## src/rtl/huff_decoder.sv

```systemverilog
// ----------------------------------------------------------------------------
// huff_decoder
//
// Serial Huffman decoder. A code table of MAX_CHAR_COUNT entries
// {symbol, code, mask} is loaded after a tbl_load pulse. A bitstream is then
// consumed one bit per accepted handshake, MSB of each code first. Every
// completed codeword produces one symbol on a valid/ready output. While a
// symbol waits for the sink, no further bits are accepted.
//
// Optional feature (macro HUFF_DEC_ERR_EN):
//   defined   -> adds code_err (one-cycle pulse per invalid code) and
//                err_cnt (4-bit saturating count of invalid codes)
//   undefined -> invalid codes are flushed silently
//
// Ports
//   clk        clock
//   reset_n    asynchronous active-low reset
//   tbl_load   pulse: clear the table and start loading (highest priority)
//   tbl_valid  table entry present (used only while loading)
//   tbl_sym    entry symbol
//   tbl_code   entry code value, first-sent bit at [len-1]
//   tbl_mask   (1<<len)-1, zero marks an unused entry
//   bit_valid  stream bit present
//   bit_in     stream bit
//   bit_ready  decoder can take a bit this cycle
//   sym_valid  decoded symbol present
//   sym_out    decoded symbol
//   sym_ready  sink accepts the symbol
//   tbl_done   table loaded, decoder is decoding or emitting
//   code_err   (HUFF_DEC_ERR_EN) invalid-code pulse
//   err_cnt    (HUFF_DEC_ERR_EN) saturating invalid-code count
// ----------------------------------------------------------------------------
module huff_decoder #(
    parameter int MAX_CHAR_COUNT = 3,
    parameter int CODE_W         = 3,
    parameter int SYM_W          = 8
) (
    input  logic              clk,
    input  logic              reset_n,
    input  logic              tbl_load,
    input  logic              tbl_valid,
    input  logic [SYM_W-1:0]  tbl_sym,
    input  logic [CODE_W-1:0] tbl_code,
    input  logic [CODE_W-1:0] tbl_mask,
    input  logic              bit_valid,
    input  logic              bit_in,
    output logic              bit_ready,
    output logic              sym_valid,
    output logic [SYM_W-1:0]  sym_out,
    input  logic              sym_ready,
    output logic              tbl_done
`ifdef HUFF_DEC_ERR_EN
    ,
    output logic              code_err,
    output logic [3:0]        err_cnt
`endif
);

    localparam int IDX_W = (MAX_CHAR_COUNT > 1) ? $clog2(MAX_CHAR_COUNT) : 1;
    localparam int LEN_W = $clog2(CODE_W + 1);
    localparam logic [IDX_W-1:0] IDX_LAST = IDX_W'(MAX_CHAR_COUNT - 1);
    localparam logic [LEN_W-1:0] LEN_MAX  = LEN_W'(CODE_W);

    typedef enum logic [1:0] {
        ST_LOAD   = 2'd0,
        ST_DECODE = 2'd1,
        ST_EMIT   = 2'd2
    } state_t;

    state_t            state_q, state_d;
    logic [IDX_W-1:0]  idx_q, idx_d;
    logic [CODE_W-1:0] acc_q, acc_d;
    logic [LEN_W-1:0]  len_q, len_d;
    logic [SYM_W-1:0]  tab_sym_q  [MAX_CHAR_COUNT];
    logic [SYM_W-1:0]  tab_sym_d  [MAX_CHAR_COUNT];
    logic [CODE_W-1:0] tab_code_q [MAX_CHAR_COUNT];
    logic [CODE_W-1:0] tab_code_d [MAX_CHAR_COUNT];
    logic [CODE_W-1:0] tab_mask_q [MAX_CHAR_COUNT];
    logic [CODE_W-1:0] tab_mask_d [MAX_CHAR_COUNT];
    logic              sym_valid_q, sym_valid_d;
    logic [SYM_W-1:0]  sym_out_q, sym_out_d;
`ifdef HUFF_DEC_ERR_EN
    logic              code_err_q, code_err_d;
    logic [3:0]        err_cnt_q, err_cnt_d;
`endif

    // Candidate accumulator/length if the current bit is taken, and the
    // lowest-index table entry matching that candidate.
    logic [CODE_W:0]   shift_w;
    logic [CODE_W-1:0] acc_n;
    logic [LEN_W-1:0]  len_n;
    logic [CODE_W-1:0] want_mask;
    logic              hit;
    logic [SYM_W-1:0]  hit_sym;

    always_comb begin
        shift_w   = {acc_q, bit_in};
        acc_n     = shift_w[CODE_W-1:0];
        len_n     = len_q + LEN_W'(1);
        want_mask = '0;
        for (int b = 0; b < CODE_W; b++) begin
            want_mask[b] = (b < int'(len_n));
        end
        hit     = 1'b0;
        hit_sym = '0;
        // Scan from the top so the lowest matching index is the one kept.
        for (int i = MAX_CHAR_COUNT - 1; i >= 0; i--) begin
            if ((tab_mask_q[i] != '0) && (tab_mask_q[i] == want_mask) &&
                (tab_code_q[i] == acc_n)) begin
                hit     = 1'b1;
                hit_sym = tab_sym_q[i];
            end
        end
    end

    always_comb begin
        state_d     = state_q;
        idx_d       = idx_q;
        acc_d       = acc_q;
        len_d       = len_q;
        tab_sym_d   = tab_sym_q;
        tab_code_d  = tab_code_q;
        tab_mask_d  = tab_mask_q;
        sym_valid_d = sym_valid_q;
        sym_out_d   = sym_out_q;
`ifdef HUFF_DEC_ERR_EN
        code_err_d  = 1'b0;
        err_cnt_d   = err_cnt_q;
`endif
        if (tbl_load) begin
            // Restart from an empty table; any pending symbol is dropped.
            state_d     = ST_LOAD;
            idx_d       = '0;
            acc_d       = '0;
            len_d       = '0;
            sym_valid_d = 1'b0;
            for (int i = 0; i < MAX_CHAR_COUNT; i++) begin
                tab_sym_d[i]  = '0;
                tab_code_d[i] = '0;
                tab_mask_d[i] = '0;
            end
`ifdef HUFF_DEC_ERR_EN
            err_cnt_d   = '0;
`endif
        end else begin
            case (state_q)
                ST_LOAD: begin
                    if (tbl_valid) begin
                        tab_sym_d[idx_q]  = tbl_sym;
                        tab_code_d[idx_q] = tbl_code;
                        tab_mask_d[idx_q] = tbl_mask;
                        if (idx_q == IDX_LAST) begin
                            idx_d   = '0;
                            state_d = ST_DECODE;
                        end else begin
                            idx_d = idx_q + IDX_W'(1);
                        end
                    end
                end
                ST_DECODE: begin
                    if (bit_valid) begin
                        if (hit) begin
                            sym_out_d   = hit_sym;
                            sym_valid_d = 1'b1;
                            acc_d       = '0;
                            len_d       = '0;
                            state_d     = ST_EMIT;
                        end else if (len_n == LEN_MAX) begin
                            // Longest code length reached without a match.
                            acc_d = '0;
                            len_d = '0;
`ifdef HUFF_DEC_ERR_EN
                            code_err_d = 1'b1;
                            if (err_cnt_q != 4'hf) begin
                                err_cnt_d = err_cnt_q + 4'd1;
                            end
`endif
                        end else begin
                            acc_d = acc_n;
                            len_d = len_n;
                        end
                    end
                end
                ST_EMIT: begin
                    if (sym_ready) begin
                        sym_valid_d = 1'b0;
                        state_d     = ST_DECODE;
                    end
                end
                default: begin
                    state_d = ST_LOAD;
                end
            endcase
        end
    end

    always_ff @(posedge clk or negedge reset_n) begin
        if (!reset_n) begin
            state_q     <= ST_LOAD;
            idx_q       <= '0;
            acc_q       <= '0;
            len_q       <= '0;
            sym_valid_q <= 1'b0;
            sym_out_q   <= '0;
            for (int i = 0; i < MAX_CHAR_COUNT; i++) begin
                tab_sym_q[i]  <= '0;
                tab_code_q[i] <= '0;
                tab_mask_q[i] <= '0;
            end
`ifdef HUFF_DEC_ERR_EN
            code_err_q  <= 1'b0;
            err_cnt_q   <= '0;
`endif
        end else begin
            state_q     <= state_d;
            idx_q       <= idx_d;
            acc_q       <= acc_d;
            len_q       <= len_d;
            sym_valid_q <= sym_valid_d;
            sym_out_q   <= sym_out_d;
            tab_sym_q   <= tab_sym_d;
            tab_code_q  <= tab_code_d;
            tab_mask_q  <= tab_mask_d;
`ifdef HUFF_DEC_ERR_EN
            code_err_q  <= code_err_d;
            err_cnt_q   <= err_cnt_d;
`endif
        end
    end

    // Ready and done follow the state register directly so an asynchronous
    // reset drops them without waiting for a clock edge.
    assign bit_ready = (state_q == ST_DECODE);
    assign tbl_done  = (state_q != ST_LOAD);
    assign sym_valid = sym_valid_q;
    assign sym_out   = sym_out_q;
`ifdef HUFF_DEC_ERR_EN
    assign code_err  = code_err_q;
    assign err_cnt   = err_cnt_q;
`endif

endmodule

```

## config.mk

```make
export PLATFORM = sky130hd
export DESIGN_NAME = huff_decoder
export DESIGN_NICKNAME = d
export VERILOG_FILES = /design/src/rtl/huff_decoder.sv
export SDC_FILE = /design/constraint.sdc
export NUM_CORES = 1
export LEC_CHECK = 0
export CORE_UTILIZATION = 56
export CTS_CLUSTER_DIAMETER = 100
export DETAILED_ROUTE_END_ITERATION = 12
export GPL_ROUTABILITY_DRIVEN = 0
export PLACE_DENSITY = 0.83
export SYNTH_ARGS = -nofsm -noshare
export SYNTH_HDL_FRONTEND = slang
export SYNTH_SLANG_ARGS = --single-unit
export TNS_END_PERCENT = 50
```

## constraint.sdc

```tcl
create_clock -name clk -period 2.7 [get_ports clk]
set_clock_uncertainty 0.1 [all_clocks]
set_input_delay 0.405 -clock clk [delete_from_list [all_inputs] [get_ports clk]]
set_output_delay 0.405 -clock clk [all_outputs]
set_load 0.01 [all_outputs]
```

==> reports/results.txt <==
Leak: 1.55 nW
Placed instance count: 416
Final Setup Violations: 0
TritonCTS clock tree: yes
Post-synth ARST share: 1.00
Skew-Pair Late Insertion Delay: 0.34 ns
Layout area overhead: 20.8%
Status: finished, final reports clean
Site Rows: 25
Drt initial violations: 338
Ports: 32
Setup TNS: 0 ns
Max cap viols: 0
DP Wirelength: 4.72 mm
Layout cells sized above 1: 0.101
Seq cells post-synth: 59
Core area: 0.00488 mm2
FILL cells: 389
Most used DFF post-synth: dfrtp_1
H-tree depth: 3
Final hold vios: 0
Routed WL: 7.07 mm
Setup crit start kind: flop
Clk root buf: clkbuf_8
Area of the mapped netlist: 0.00294 mm2
Syn avg cell area: 8.95 um2
Cts bufs inserted: 9
Busiest layer in global routing: met2
Tcrit/Tclk final: 0.939
GRT met3 Usage: 0.0759
ANT nets after route: 0
Fmax: 0.394 GHz
N_diodes: 0
Final cell count without fillers: 432
Yosys warning count: 0
Syn Inst Count: 328
Commonest non-fill, non-tap cell in the layout: nand2_1
Worst Tran Pin Value: 0.719 ns
Vias per inst: 5.88
Yosys cell types: 41
Commonest non-fill, non-tap cells in the layout: 90 x nand2_1, 59 x dfrtp_1, 49 x a21oi_1
Worst Setup End Kind: flop
DRC violations left: 0
HP Class: in2async
TritonRoute pass-1 iters: 5
Largest net degree at the start of global routing: 52
Die height: 74.4 um
Top cells by area, synth: dfrtp_1 50%, nand2_1 12%, a21oi_1 8.4%
RSZ-0062 raised after global routing: no
Syn Nets: 353
Worst Path Class, Setup: reg2reg
Clock sink count: 59
Seq/Total Area, Yosys: 0.503
Largest area contributor in the netlist: dfrtp_1
GR Util met1: 0.409
Initial antenna violation count: 0
Initial Util: 0.602
Global Route Usage Sum: 0.291
Max VDD drop: 0.000367 V
First-pass GRT wire length: 11.8 mm
Final min period: 2.54 ns
CP max FO: 15
Die area: 0.00554 mm2
Max_slew headroom: 0.521
Vias in the first global route: 2,371
Clk slew on worst S/H paths: 0.07 ns
Crit path DAT: 2.72 ns
Gr ovfl total: 0
P per Cell Area: 552 mW/mm2
Clk buf depth: 2
PortBufs: 31
Post-route setup slack: 0.164 ns
# nets final: 386
Drt wl/cell: 16.4 um
Required @ worst endpoint: 2.88 ns
Post-synth EDFFs: 0
Power Total: 1.96 mW
Horiz. Die Dim: 74.4 um
Place WS: 0.129 ns
Pins over their slew limit: 0
Vias: 2,538
Area fraction of the dominant cell type after synthesis: 0.503
GRT met2 Usage: 0.446
## cells by family (layout without fill, tap and decap cells)
group,after synthesis,count (layout),share of synthesized area
AND/OR/NAND/NOR,145,145,0.217
AO/OA/AOI/OAI,78,78,0.177
flip-flops,59,59,0.503
buffers and inverters,27,64,0.0409
XOR/XNOR,15,15,0.0447
adder cells (fa/ha/maj),4,4,0.0170
## flip-flops by register name, summed over array words and instances, names as in the netlist
signal,cells
tab_sym_q,24
tab_code_q,9
tab_mask_q,9
sym_out,8
acc_q,2
idx_q,2
len_q,2
state_q,2
sym_valid,1
## timing repair
action | 4_1_cts | 5_1_grt
resized for setup | 0 | 1
setup buffers | 0 | 1
hold endpoints to repair | 0 | 0
hold buffers | 0 | 0
endpoints found under the setup margin | 0 | 6
## final cells by class
cell class,instances,area [um2],area share
Tap cell,67,83.8,0.0236
Sequential cell,59,1480,0.416
Clock inverter,4,50.0,0.0141
Inverter,7,26.3,0.00741
Clock buffer,11,151,0.0427
Multi-Input combinational cell,242,1350,0.380
Timing Repair Buffer,42,413,0.116
## through the flow
step / hold slack (ns) / instance area [um2] / util
2_1_floorplan: 0.00941 / 2940 / -
3_3_place_gp: 0.370 / 3320 / 0.680
3_5_place_dp: 0.373 / 3320 / 0.680
4_1_cts: 0.0433 / 3520 / 0.722
5_1_grt: 0.0719 / 3550 / 0.727
6_report: 0.0216 / 3550 / 0.727
## routing by layer
layer,part of all wire,wire (um),up-vias
met1,0.45,3200,1245
met4,0.0099,70,0
li1,-,-,1188
met3,0.064,453,9
met2,0.47,3350,96
met5,0,0,-
## synth_stat cells, types with 2 or more instances
master and count:
o21a_1 2, nand4b_1 2, a21oi_1 49, ha_1 4, a211oi_1 2, inv_1 7, and3_1 4, nand2b_1 2
clkbuf_1 15, buf_6 2, xor2_1 8, a311oi_1 5, dfrtp_1 59, buf_2 3, nand4_1 2, nor3_1 2
a32oi_1 2, nor2_1 14, a21o_1 4, o221ai_1 2, xnor2_1 7, nand2_1 90, nand3_1 23
## final timing paths
path / startpoint / end / slack (ns) / depth (start not counted)
min in group clk: sym_out[2] / sym_out[2] / 0.39 / 1
max in group asynchronous: reset_n / tab_code_q[4] / 1.87 / 2
max: len_q[0] / sym_out[6] / 0.16 / 8
min reg2reg: sym_out[2] / sym_out[2] / 0.39 / 1
min: reset_n / tab_code_q[8] / 0.02 / 1
max reg2reg: len_q[0] / sym_out[6] / 0.16 / 8
## report_power, final
part	leakage (nW)	internal (mW)	switching [mW]
combinational	0.645	0.0764	0.118
clock	0.0974	0.470	0.350
sequential	0.803	0.912	0.0301
## critical path: stages, from the launching register on
cell	delay, ns
dfrtp_1	0.41
inv_1	0.08
ha_1	0.41
a211o_1	0.32
a21oi_2	0.51
o31ai_4	0.14
buf_12	0.17
a311oi_1	0.21
a21o_1	0.12
No activity file was read; power rests on OpenSTA's default activity.
